## config.mk

```make
export PLATFORM = sky130hd
export DESIGN_NAME = ro_freq_counter
export DESIGN_NICKNAME = d
export VERILOG_FILES = /design/src/rtl/ro_meas_pkg.sv /design/src/rtl/ro_edge_sync.sv /design/src/rtl/ro_freq_counter.sv
export SDC_FILE = /design/constraint.sdc
export NUM_CORES = 1
export LEC_CHECK = 0
export ABC_CLOCK_PERIOD_IN_PS = 2400
export CORE_AREA = 2 2 96 98
export CTS_BUF_LIST = sky130_fd_sc_hd__clkbuf_4
export DETAILED_ROUTE_END_ITERATION = 7
export DIE_AREA = 0 0 98 100
export PLACE_DENSITY = 0.81
export SETUP_SLACK_MARGIN = 0.2
export SLEW_MARGIN = 5
export SYNTH_ARGS = -nofsm -noshare
export SYNTH_HDL_FRONTEND = slang
export SYNTH_SLANG_ARGS = --single-unit
export TNS_END_PERCENT = 20
```

## constraint.sdc

```tcl
create_clock -name wb_clk_i -period 2.4 [get_ports wb_clk_i]
set_input_delay 0.36 -clock wb_clk_i [delete_from_list [all_inputs] [get_ports wb_clk_i]]
set_output_delay 0.36 -clock wb_clk_i [all_outputs]
set_load 0.01 [all_outputs]
```

## src/rtl/ro_meas_pkg.sv

```systemverilog
// ro_meas_pkg: shared state encoding and default sizing for the ring-oscillator measurement engine
package ro_meas_pkg;
  typedef enum logic [1:0] {IDLE, SETTLE, MEASURE, DONE} state_t;
  localparam int DEF_CNT_W = 24;
  localparam int DEF_GATE_W = 20;
  localparam int DEF_SETTLE_CYCLES = 16;
  localparam int NUM_CH = 16;
  localparam int SEL_W = $clog2(NUM_CH);
endpackage

```

## src/rtl/ro_edge_sync.sv

```systemverilog
// ro_edge_sync: multi-flop synchroniser for an asynchronous input followed by a rising-edge detect
module ro_edge_sync #(
  parameter int SYNC_STAGES = 2
) (
  input  logic clk,
  input  logic rst_n,
  input  logic async_i,
  output logic rise_o
);
  logic [SYNC_STAGES-1:0] sync;
  logic prev;
  always_ff @(posedge clk or negedge rst_n) begin
    if (!rst_n) begin
      sync <= '0;
      prev <= 1'b0;
    end else begin
      sync <= {sync[SYNC_STAGES-2:0], async_i};
      prev <= sync[SYNC_STAGES-1];
    end
  end
  assign rise_o = sync[SYNC_STAGES-1] & ~prev;
endmodule

```

## src/rtl/ro_freq_counter.sv

```systemverilog
// ro_freq_counter: enables a ring oscillator, waits a settle time, then counts its rising edges
// over a programmable gate window and reports the saturating count with a done pulse.
module ro_freq_counter
  import ro_meas_pkg::*;
#(
  parameter int CNT_W = DEF_CNT_W,
  parameter int GATE_W = DEF_GATE_W,
  parameter int SETTLE_CYCLES = DEF_SETTLE_CYCLES,
  parameter int SYNC_STAGES = 2
) (
  input  logic              wb_clk_i,
  input  logic              wb_rst_ni,
  input  logic              meas_req_i,
  input  logic [SEL_W-1:0]  meas_sel_i,
  input  logic [GATE_W-1:0] gate_cycles_i,
  input  logic              ro_i,
  output logic              ro_start_o,
  output logic [SEL_W-1:0]  ro_sel_o,
  output logic              busy_o,
  output logic              done_o,
  output logic [CNT_W-1:0]  count_o,
  output logic              ovf_o
);
  localparam int ST_W = $clog2(SETTLE_CYCLES + 1);
  state_t state;
  logic [GATE_W-1:0] gate_cnt;
  logic [ST_W-1:0] settle_cnt;
  logic [CNT_W-1:0] edge_cnt, cnt_nxt;
  logic ovf, ovf_nxt, rise, hit, enter_done;
  ro_edge_sync #(.SYNC_STAGES(SYNC_STAGES)) u_sync (
    .clk(wb_clk_i),
    .rst_n(wb_rst_ni),
    .async_i(ro_i),
    .rise_o(rise)
  );
  // result is captured from the next-state count so an edge in the final gate cycle is included
  always_comb begin
    hit = (state == MEASURE) && rise;
    cnt_nxt = (hit && !(&edge_cnt)) ? edge_cnt + 1'b1 : edge_cnt;
    ovf_nxt = ovf | (hit && (&edge_cnt));
    enter_done = ((state == SETTLE) && (settle_cnt == ST_W'(1)) && (gate_cnt == '0)) ||
                 ((state == MEASURE) && (gate_cnt == GATE_W'(1)));
  end
  always_ff @(posedge wb_clk_i or negedge wb_rst_ni) begin
    if (!wb_rst_ni) begin
      state <= IDLE;
      gate_cnt <= '0;
      settle_cnt <= '0;
      edge_cnt <= '0;
      ovf <= 1'b0;
      ro_start_o <= 1'b0;
      ro_sel_o <= '0;
      busy_o <= 1'b0;
      done_o <= 1'b0;
      count_o <= '0;
      ovf_o <= 1'b0;
    end else begin
      done_o <= 1'b0;
      case (state)
        IDLE: if (meas_req_i) begin
          ro_sel_o <= meas_sel_i;
          gate_cnt <= gate_cycles_i;
          edge_cnt <= '0;
          ovf <= 1'b0;
          ro_start_o <= 1'b1;
          busy_o <= 1'b1;
          settle_cnt <= ST_W'(SETTLE_CYCLES);
          state <= SETTLE;
        end
        SETTLE: begin
          settle_cnt <= settle_cnt - 1'b1;
          if (settle_cnt == ST_W'(1)) state <= (gate_cnt == '0) ? DONE : MEASURE;
        end
        MEASURE: begin
          edge_cnt <= cnt_nxt;
          ovf <= ovf_nxt;
          gate_cnt <= gate_cnt - 1'b1;
          if (gate_cnt == GATE_W'(1)) state <= DONE;
        end
        DONE: begin
          busy_o <= 1'b0;
          state <= IDLE;
        end
        default: state <= IDLE;
      endcase
      if (enter_done) begin
        done_o <= 1'b1;
        count_o <= cnt_nxt;
        ovf_o <= ovf_nxt;
        ro_start_o <= 1'b0;
      end
    end
  end
endmodule

```

== Yosys cells after proc, flatten, opt, wreduce, memory -nomap -nowiden ==
Index checks and enable logic that the tools add are counted.

* Add/sub/neg operators: 3
* Equality and inequality tests: 8
* Mux-type cells: 19
* Bitwise logic cells: 3
* Reductions and logical operators: 22

{| class="wikitable"
|+ Operators with widths
! cell !! count
|-
| two-way mux 24 bit || 2
|-
| case mux 24 bit (2 select lines) || 1
|-
| case mux 20 bit (2 select lines) || 1
|-
| adder 24 x 1 -> 24 bit, second input constant || 1
|-
| AND reduction 24 bit || 1
|-
| equality test 20 x 1 -> 1 bit, second input constant || 1
|-
| zero test 20 bit || 1
|-
| two-way mux 20 bit || 1
|-
| subtractor 20 x 1 -> 20 bit, second input constant || 1
|-
| case mux 5 bit (2 select lines) || 1
|-
| AND reduction 2 bit || 5
|-
| nonzero test 2 bit || 5
|-
| case mux 2 bit (4 select lines) || 1
|-
| logical AND 1 bit || 6
|-
| two-way mux 1 bit || 6
|-
| two-way mux 2 bit || 3
|-
| equality test 5 x 1 -> 1 bit, second input constant || 1
|-
| two-way mux 5 bit || 1
|-
| subtractor 5 x 1 -> 5 bit, second input constant || 1
|-
| equality test 2 bit, second input constant || 2
|-
| inequality test 2 x 1 -> 1 bit, second input constant || 2
|-
| case mux 1 bit (2 select lines) || 2
|-
| AND reduction 3 bit || 1
|-
| equality test 2 x 1 -> 1 bit, second input constant || 1
|-
| 7 further kinds || 7
|}

* Register bits after elaboration: 87
* Output and inout port bits: 32
* Word-level logic and storage cells: 68

== Longest topological paths before layout ==
Gate-level depths: netlist (run 1).

* Depth in word-level cells: 6
* Depth in mapped cells: 10
* Depth with buffers taken out: 7

== By module ==
A second synthesis (run 1) with hierarchy kept.

* Cell total of the unflattened synthesis: 550
* Area total of the unflattened synthesis: 4917.2 µm²

{| class="wikitable"
|+ By module, submodules not included
! module !! instances !! cells each !! area each (µm²) !! seq. area each (µm²)
|-
| ro_freq_counter || 1 || 546 || 4828.4 || 2102.0
|-
| ro_edge_sync || 1 || 4 || 88.8 || 75.1
|}

== Least setup slack after synthesis (run 1) ==
Ideal clock, no wire load.

* Path type: register -> register
* Start: reg state[0]
* End: reg edge_cnt[22]
* Library setup time: 66 ps
* Data arrival time: 2111 ps
* Required time: 2334 ps
* Slack: 223 ps
* Stages on the path, launching flop included: 11
* Period minus slack after synthesis: 2177 ps
* Cells stage by stage: dfrtp_1 -> inv_1 -> ha_1 -> buf_2 -> and3b_1 -> buf_2 -> nand3_2 -> or2_1 -> clkbuf_1 -> o41ai_1 -> a22o_1

* Cells in the longest elaborated chain, start to end: 5
* Elaborated cells between the ends (all ways): 9

{| class="wikitable"
|+ Ends and longest elaborated chain
! element !! RTL line !! text
|-
| start, declared || ro_freq_counter.sv:25 || <nowiki>state_t state;</nowiki>
|-
| start signal, assigned || ro_freq_counter.sv:72 || <nowiki>if (settle_cnt == ST_W'(1)) state <= (gate_cnt == '0) ? DONE : MEASURE;</nowiki>
|-
| equality test 2 bit || ro_freq_counter.sv:38, ro_freq_counter.sv:59 ||
|-
| logical AND 1 bit || ro_freq_counter.sv:38 || <nowiki>hit = (state == MEASURE) && rise;</nowiki>
|-
| logical AND 1 bit || ro_freq_counter.sv:39 || <nowiki>cnt_nxt = (hit && !(&edge_cnt)) ? edge_cnt + 1'b1 : edge_cnt;</nowiki>
|-
| two-way mux 24 bit || ro_freq_counter.sv:39 ||
|-
| case mux 24 bit (2 select lines) || ro_freq_counter.sv:59 || <nowiki>case (state)</nowiki>
|-
| end signal, assigned || ro_freq_counter.sv:75 || <nowiki>edge_cnt <= cnt_nxt;</nowiki>
|-
| end, declared || ro_freq_counter.sv:28 || <nowiki>logic [CNT_W-1:0] edge_cnt, cnt_nxt;</nowiki>
|}

Several ways; a longest one is shown, not always the timed one.
A chain may end at the register's enable or synchronous reset.

== Worst setup path in the final report (run 1) ==
* Start: reg gate_cnt[0]
* End: reg gate_cnt[18]

* Cells in the longest elaborated chain, start to end: 2

{| class="wikitable"
|+ Ends and longest elaborated chain
! element !! RTL line !! text
|-
| start, declared || ro_freq_counter.sv:26 || <nowiki>logic [GATE_W-1:0] gate_cnt;</nowiki>
|-
| start signal, assigned || ro_freq_counter.sv:62 || <nowiki>gate_cnt <= gate_cycles_i;</nowiki>
|-
| start signal, assigned || ro_freq_counter.sv:77 || <nowiki>gate_cnt <= gate_cnt - 1'b1;</nowiki>
|-
| subtractor 20 x 1 -> 20 bit || ro_freq_counter.sv:77 ||
|-
| case mux 20 bit (2 select lines) || ro_freq_counter.sv:59 ||
|}

Every way passes these cells.

==> reports/qor.txt, run 1 <==
Max_cap viols: 0
Syn_area_per_cell: 9.044 sq um
I/O Pins: 60
Core Area: 8890 sq um
Max Slew Vio Count: 0
# diodes: 0
Final ANT Viol Nets: 0
Full die area: 9800 sq um
Cell family with most CP delay: simple AND/OR/NAND/NOR gates
WP buf/inv: 2
Row count: 35
Seq/Total Area, Yosys: 43.93%
Worst Skew: 0.01632 ns
Drc violations: 0
Post-DP HPWL: 8119 um
Starting DRT DRC Count: 357
CP max stage delay: 0.53 ns
Yosys warns: 0
Mapped Cells: 548
Nets: 642
CTS tree: yes
Total grt overflow: 0
Vias/cell: 6.247
Critical path startpoint: gate_cnt[0]
Distinct cells, synth: 70
Pleak: 2.436 nW
Vias in the first global route: 4232
CTS max path bufs: 2
Wire per inst: 16.46 um
Root buffer cell: clkbuf_4
Worst-path clk slew: 0.14 ns
Post-placement cell count: 694
Worst Path Arrival: 2.54 ns
Fin Setup TNS: 0 ns
Setup-failing EPs final: 0
Die height: 100 um
Layout cells sized above 1: 13.14%
Gr usage total: 23.99%
Critical Path RT: 2.78 ns
First-pass GRT wire length: 19370 um
Clk sink count: 87
WS Path Type: reg2reg
CTS buffer count: 9
Fin crit share: 90.35%
Worst Path Max Fanout: 6
Synth top area cells: dfrtp_1, a21oi_1, nor2_1, nand2_1, o21ai_0
Final Hold Vio Count: 0
Number of synthesized flops with an enable pin: 0
Power Dens Cells: 479.3 nW/um^2
Setup crit end kind: flip-flop
Initial Util: 55.75%
Port buffer count: 59
Post-synth top cells: dfrtp_1, nor2_1, nand2_1
Count leader, synth: dfrtp_1
Area grow syn2layout: 22.47%
Cells along the critical path: inv_1 > ha_1 > or3b_2 > nor3_2 > buf_4 > nand4b_1 > a21oi_1 > a2bb2oi_1
H-tree level count: 3
Synthesized cell area: 4956 sq um
Routability congestion estimate: 0.9069
Final non-filler cell total: 720
Least-Margin Pin Slew: 0.5050 ns
CP Launch Type: flip-flop
Hold Crit Class: in2reg
Peak VDD IR: 283.7 uV
Syn_nets: 586
Worst-skew pair later-pin latency: 0.45 ns
Reg-to-reg slack, setup: 0.23 ns
Max Fclk: 461.2 MHz
Status: complete, no violations
Clock period minus worst slack: 2.168 ns
Initial antenna violation count: 0
Synth area leader: dfrtp_1
Yosys reg bits: 87
FFs w/ async S/R, synth: 100.0%
RSZ-0062 raised after global routing: true
Relative slew slack: 65.86%
CP max-delay cell: or3b_2
Largest net degree at the start of global routing: 38
Die W: 98 um
Top-area cell type share of the netlist area: 43.93%
Worst r2r src: gate_cnt[0]
WL final: 11850 um
Via count: 4498
Hold_sp: ro_i
Layout Utilization: 68.28%
Drt pass-1 iters: 5
Post-synth top flop: dfrtp_1
power by group:
| group | total (mW) | switching [mW] | internal, mW |
|---|---|---|---|
| Combinational | 0.247 | 0.122 | 0.125 |
| Sequential | 1.60 | 0.0905 | 1.51 |
| Clock | 1.06 | 0.498 | 0.561 |
| Total | 2.91 | 0.710 | 2.20 |
timing repair:
action | 4_1_cts | 5_1_grt
hold endpoints to repair | 35 | 0
buffers inserted | 2 | 7
hold buffers | 1 | 0
gates cloned | 0 | 0
pin swaps | 1 | 2
gates resized for setup | 1 | 21
endpoints found under the setup margin | 32 | 56
final cells by class:
cell class | count | area [sq um]
clock buffer | 12 | 90.09
clock inverter | 4 | 93.84
fill | 711 | 2820
inverter | 16 | 60.06
multi-input combinational | 401 | 2639
sequential | 87 | 2178
tap | 111 | 138.9
timing repair buffer | 89 | 869.6
sequential cells by signal (all words and copies together), names as in the netlist:
name and flops:
busy_o 1, done_o 1, u_sync.sync 2, ro_sel_o 4
settle_cnt 5, ovf 1, gate_cnt 20, state 2
ro_start_o 1, ovf_o 1, count_o 24, edge_cnt 24
u_sync.prev 1
routing by layer:
layer  vias up  track usage [%]  part of all wire [%]
met5         -                0                     0
met4         0            8.333                   2.1
met3        23            4.805                   5.0
met2       149            40.73                    50
met1      2192            30.89                    43
li1       2134                -                     -
final timing paths:
kind                            cells past startpoint        endpoint
worst max-delay path                                8    gate_cnt[18]
worst min-delay path                                1  u_sync.sync[0]
worst max register to register                      8    gate_cnt[18]
worst min register to register                      0  u_sync.sync[1]
max in group asynchronous                           3     gate_cnt[4]
min in group asynchronous                           2      count_o[9]
per-stage QoR:
stage               power (mW)  hold slack [ns]  setup WS [ns]  area [sq um]
floorplan                1.748          0.06441         0.2231          4956
global placement         1.844           0.3337         0.1375          5709
detailed placement       1.860           0.3427         0.1389          5709
CTS                      2.908           0.3185         0.1375          5921
global route             3.032           0.3052        0.09061          6070
finish                   2.909           0.3341         0.2316          6070
cells by family (layout without fill, tap and decap cells):
group | count (synthesis) | in the layout | share of synthesized area, %
multiplexers | 20 | 20 | 4.191
flip-flops | 87 | 87 | 43.93
AO/OA/AOI/OAI | 165 | 165 | 21.79
AND/OR/NAND/NOR | 195 | 195 | 20.60
adder cells (fa/ha/maj) | 10 | 10 | 2.525
buffers and inverters | 60 | 121 | 5.024
XOR/XNOR | 11 | 11 | 1.944
cell usage in the layout, fill, tap and decap left out, types with 3 or more instances in the layout:
cell / netlist / final
nand4_1: 16 / 16
nand3_1: 24 / 24
a21oi_1: 44 / 43
xnor2_1: 9 / 9
buf_4: 1 / 25
o31ai_1: 5 / 4
o41ai_1: 7 / 3
and3_1: 5 / 5
inv_1: 15 / 15
mux2_2: 6 / 6
clkdlybuf4s50_1: 0 / 58
a211oi_1: 3 / 3
and4_1: 6 / 6
mux2i_1: 14 / 14
o22ai_1: 14 / 14
a2bb2oi_1: 7 / 7
bufinv_16: 0 / 3
nor4_1: 6 / 6
dfrtp_1: 87 / 86
nor3_1: 11 / 10
clkbuf_4: 0 / 12
o21a_1: 5 / 5
o21ai_0: 31 / 30
a31oi_1: 12 / 12
ha_1: 10 / 8
nor2_1: 50 / 49
a22o_1: 5 / 5
o211ai_1: 4 / 4
nand2_1: 49 / 48
buf_12: 0 / 4
o311ai_1: 3 / 3
o41ai_2: 0 / 4
or3_1: 8 / 7
No activity file was read; power rests on OpenSTA's default activity.
==> run 2: changes to the inputs <==
--- a/config.mk
+++ b/config.mk
@@ -6,12 +6,13 @@
 export NUM_CORES = 1
 export LEC_CHECK = 0
 export ABC_CLOCK_PERIOD_IN_PS = 2400
-export CORE_AREA = 2 2 96 98
+export CORE_AREA = 2 2 82 115
 export CTS_BUF_LIST = sky130_fd_sc_hd__clkbuf_4
 export DETAILED_ROUTE_END_ITERATION = 7
-export DIE_AREA = 0 0 98 100
+export DIE_AREA = 0 0 84 117
 export PLACE_DENSITY = 0.81
 export SETUP_SLACK_MARGIN = 0.2
+export SKIP_CTS_REPAIR_TIMING = 1
 export SLEW_MARGIN = 5
 export SYNTH_ARGS = -nofsm -noshare
 export SYNTH_HDL_FRONTEND = slang
==> reports/qor.txt, run 2 (same netlist as run 1, synthesis figures left out) <==
Gr usage total: 24.09%
Power Dens Cells: 461.4 nW/um^2
Most common cell after layout, fill and taps aside: dfrtp_1
# diodes: 0
Initial antenna violation count: 0
Hold Crit Class: in2async
Max Slew Vio Count: 0
Starting DRT DRC Count: 271
Most frequent cells in the layout: dfrtp_1, clkdlybuf4s50_1, nor2_1
I/O Pins: 60
CTS buffer count: 9
Met2 usage: 43.41%
Nets: 640
Row count: 41
Full die area: 9828 sq um
Max_cap viols: 0
Root buffer cell: clkbuf_4
Die height: 117 um
Post-DP HPWL: 8245 um
Drt pass-1 iters: 5
CTS max path bufs: 2
Fin crit share: 93.56%
Final ANT Viol Nets: 0
Initial Util: 55.84%
Least-Margin Pin Slew: 0.6034 ns
Largest net degree at the start of global routing: 42
Layout cells sized above 1: 13.51%
Clock period minus worst slack: 2.245 ns
Relative slew slack: 59.55%
Area grow syn2layout: 21.99%
Setup crit end kind: flip-flop
H-tree level count: 3
Total grt overflow: 0
Via count: 4487
WL final: 11940 um
Status: complete, no violations
CP Launch Type: flip-flop
Worst Path Max Fanout: 9
WS Path Type: reg2reg
Port buffer count: 59
Final Hold Vio Count: 0
Peak VDD IR: 353.8 uV
Routing usage on met1: 28.00%
Wire per inst: 16.73 um
Critical Path RT: 2.74 ns
Busiest layer in global routing: met2
Multi-input logic area: 2646 sq um
Worst-skew pair later-pin latency: 0.45 ns
Vias/cell: 6.284
Pleak: 2.411 nW
Final non-filler cell total: 714
First-pass GRT wire length: 19140 um
RSZ-0062 raised after global routing: true
Worst Path Arrival: 2.59 ns
Vias in the first global route: 4178
Regs by FF count: count_o: 24 flops, edge_cnt: 24 flops, gate_cnt: 20 flops
Worst Skew: 0.01816 ns
Layout filler cell count: 692
Routability congestion estimate: 0.9821
Clk sink count: 87
Max Fclk: 445.4 MHz
Worst-path clk slew: 0.14 ns
Fin Setup TNS: 0 ns
Register Area: 2178 sq um
CTS tree: yes
Die W: 84 um
Post-placement cell count: 691
Core Area: 8875 sq um
Drc violations: 0
Routing usage on met3: 4.348%
Setup-failing EPs final: 0
run 2: layout make-up:
cell class	instances	share of cell area, %
clock buffers	11	1.366
well taps	107	2.214
clock inverters	5	1.200
multi-input cells	401	43.77
inverters	16	1.055
repair buffers	87	14.36
flip-flops and latches	87	36.03
run 2: worst paths after layout:
check / start / to / slack, ns / depth (start not counted)
max: gate_cnt[4] / gate_cnt[19] / 0.15 / 5
min: wb_rst_ni / count_o[18] / 0.33 / 2
max reg2reg: gate_cnt[4] / gate_cnt[19] / 0.15 / 5
min reg2reg: u_sync.sync[0] / u_sync.sync[1] / 0.37 / 0
max in group asynchronous: wb_rst_ni / gate_cnt[4] / 1.37 / 3
min in group wb_clk_i: ro_i / u_sync.sync[0] / 0.33 / 1
run 2: report_power, final:
part	internal, mW	switching [mW]
clock	0.439	0.505
sequential	1.51	0.0826
combinational	0.125	0.126
run 2: layer usage:
layer	share of wire (%)	routed length [um]
met5	0	0
met4	2.6	311
met3	4.8	574
met2	52	6212
met1	41	4844
run 2: critical path: stages (launching register included):
cell       delay (ns)
dfrtp_2          0.47
or4_4            0.58
nor3_2           0.53
nand3_1          0.24
o22ai_1          0.22
a2bb2oi_1        0.10
run 2: stage by stage:
stage	hold WS (ns)	cell area [sq um]	total power [mW]	worst slack [ns]	utilization (%)
2_1_floorplan	0.06441	4956	1.748	0.2231	-
3_3_place_gp	0.2877	5712	1.853	0.2156	64.36
3_5_place_dp	0.2904	5712	1.867	0.09985	64.36
4_1_cts	-0.2282	5867	2.804	0.09582	66.11
5_1_grt	0.3209	6046	2.901	0.04143	68.12
6_report	0.3298	6046	2.789	0.1547	68.12
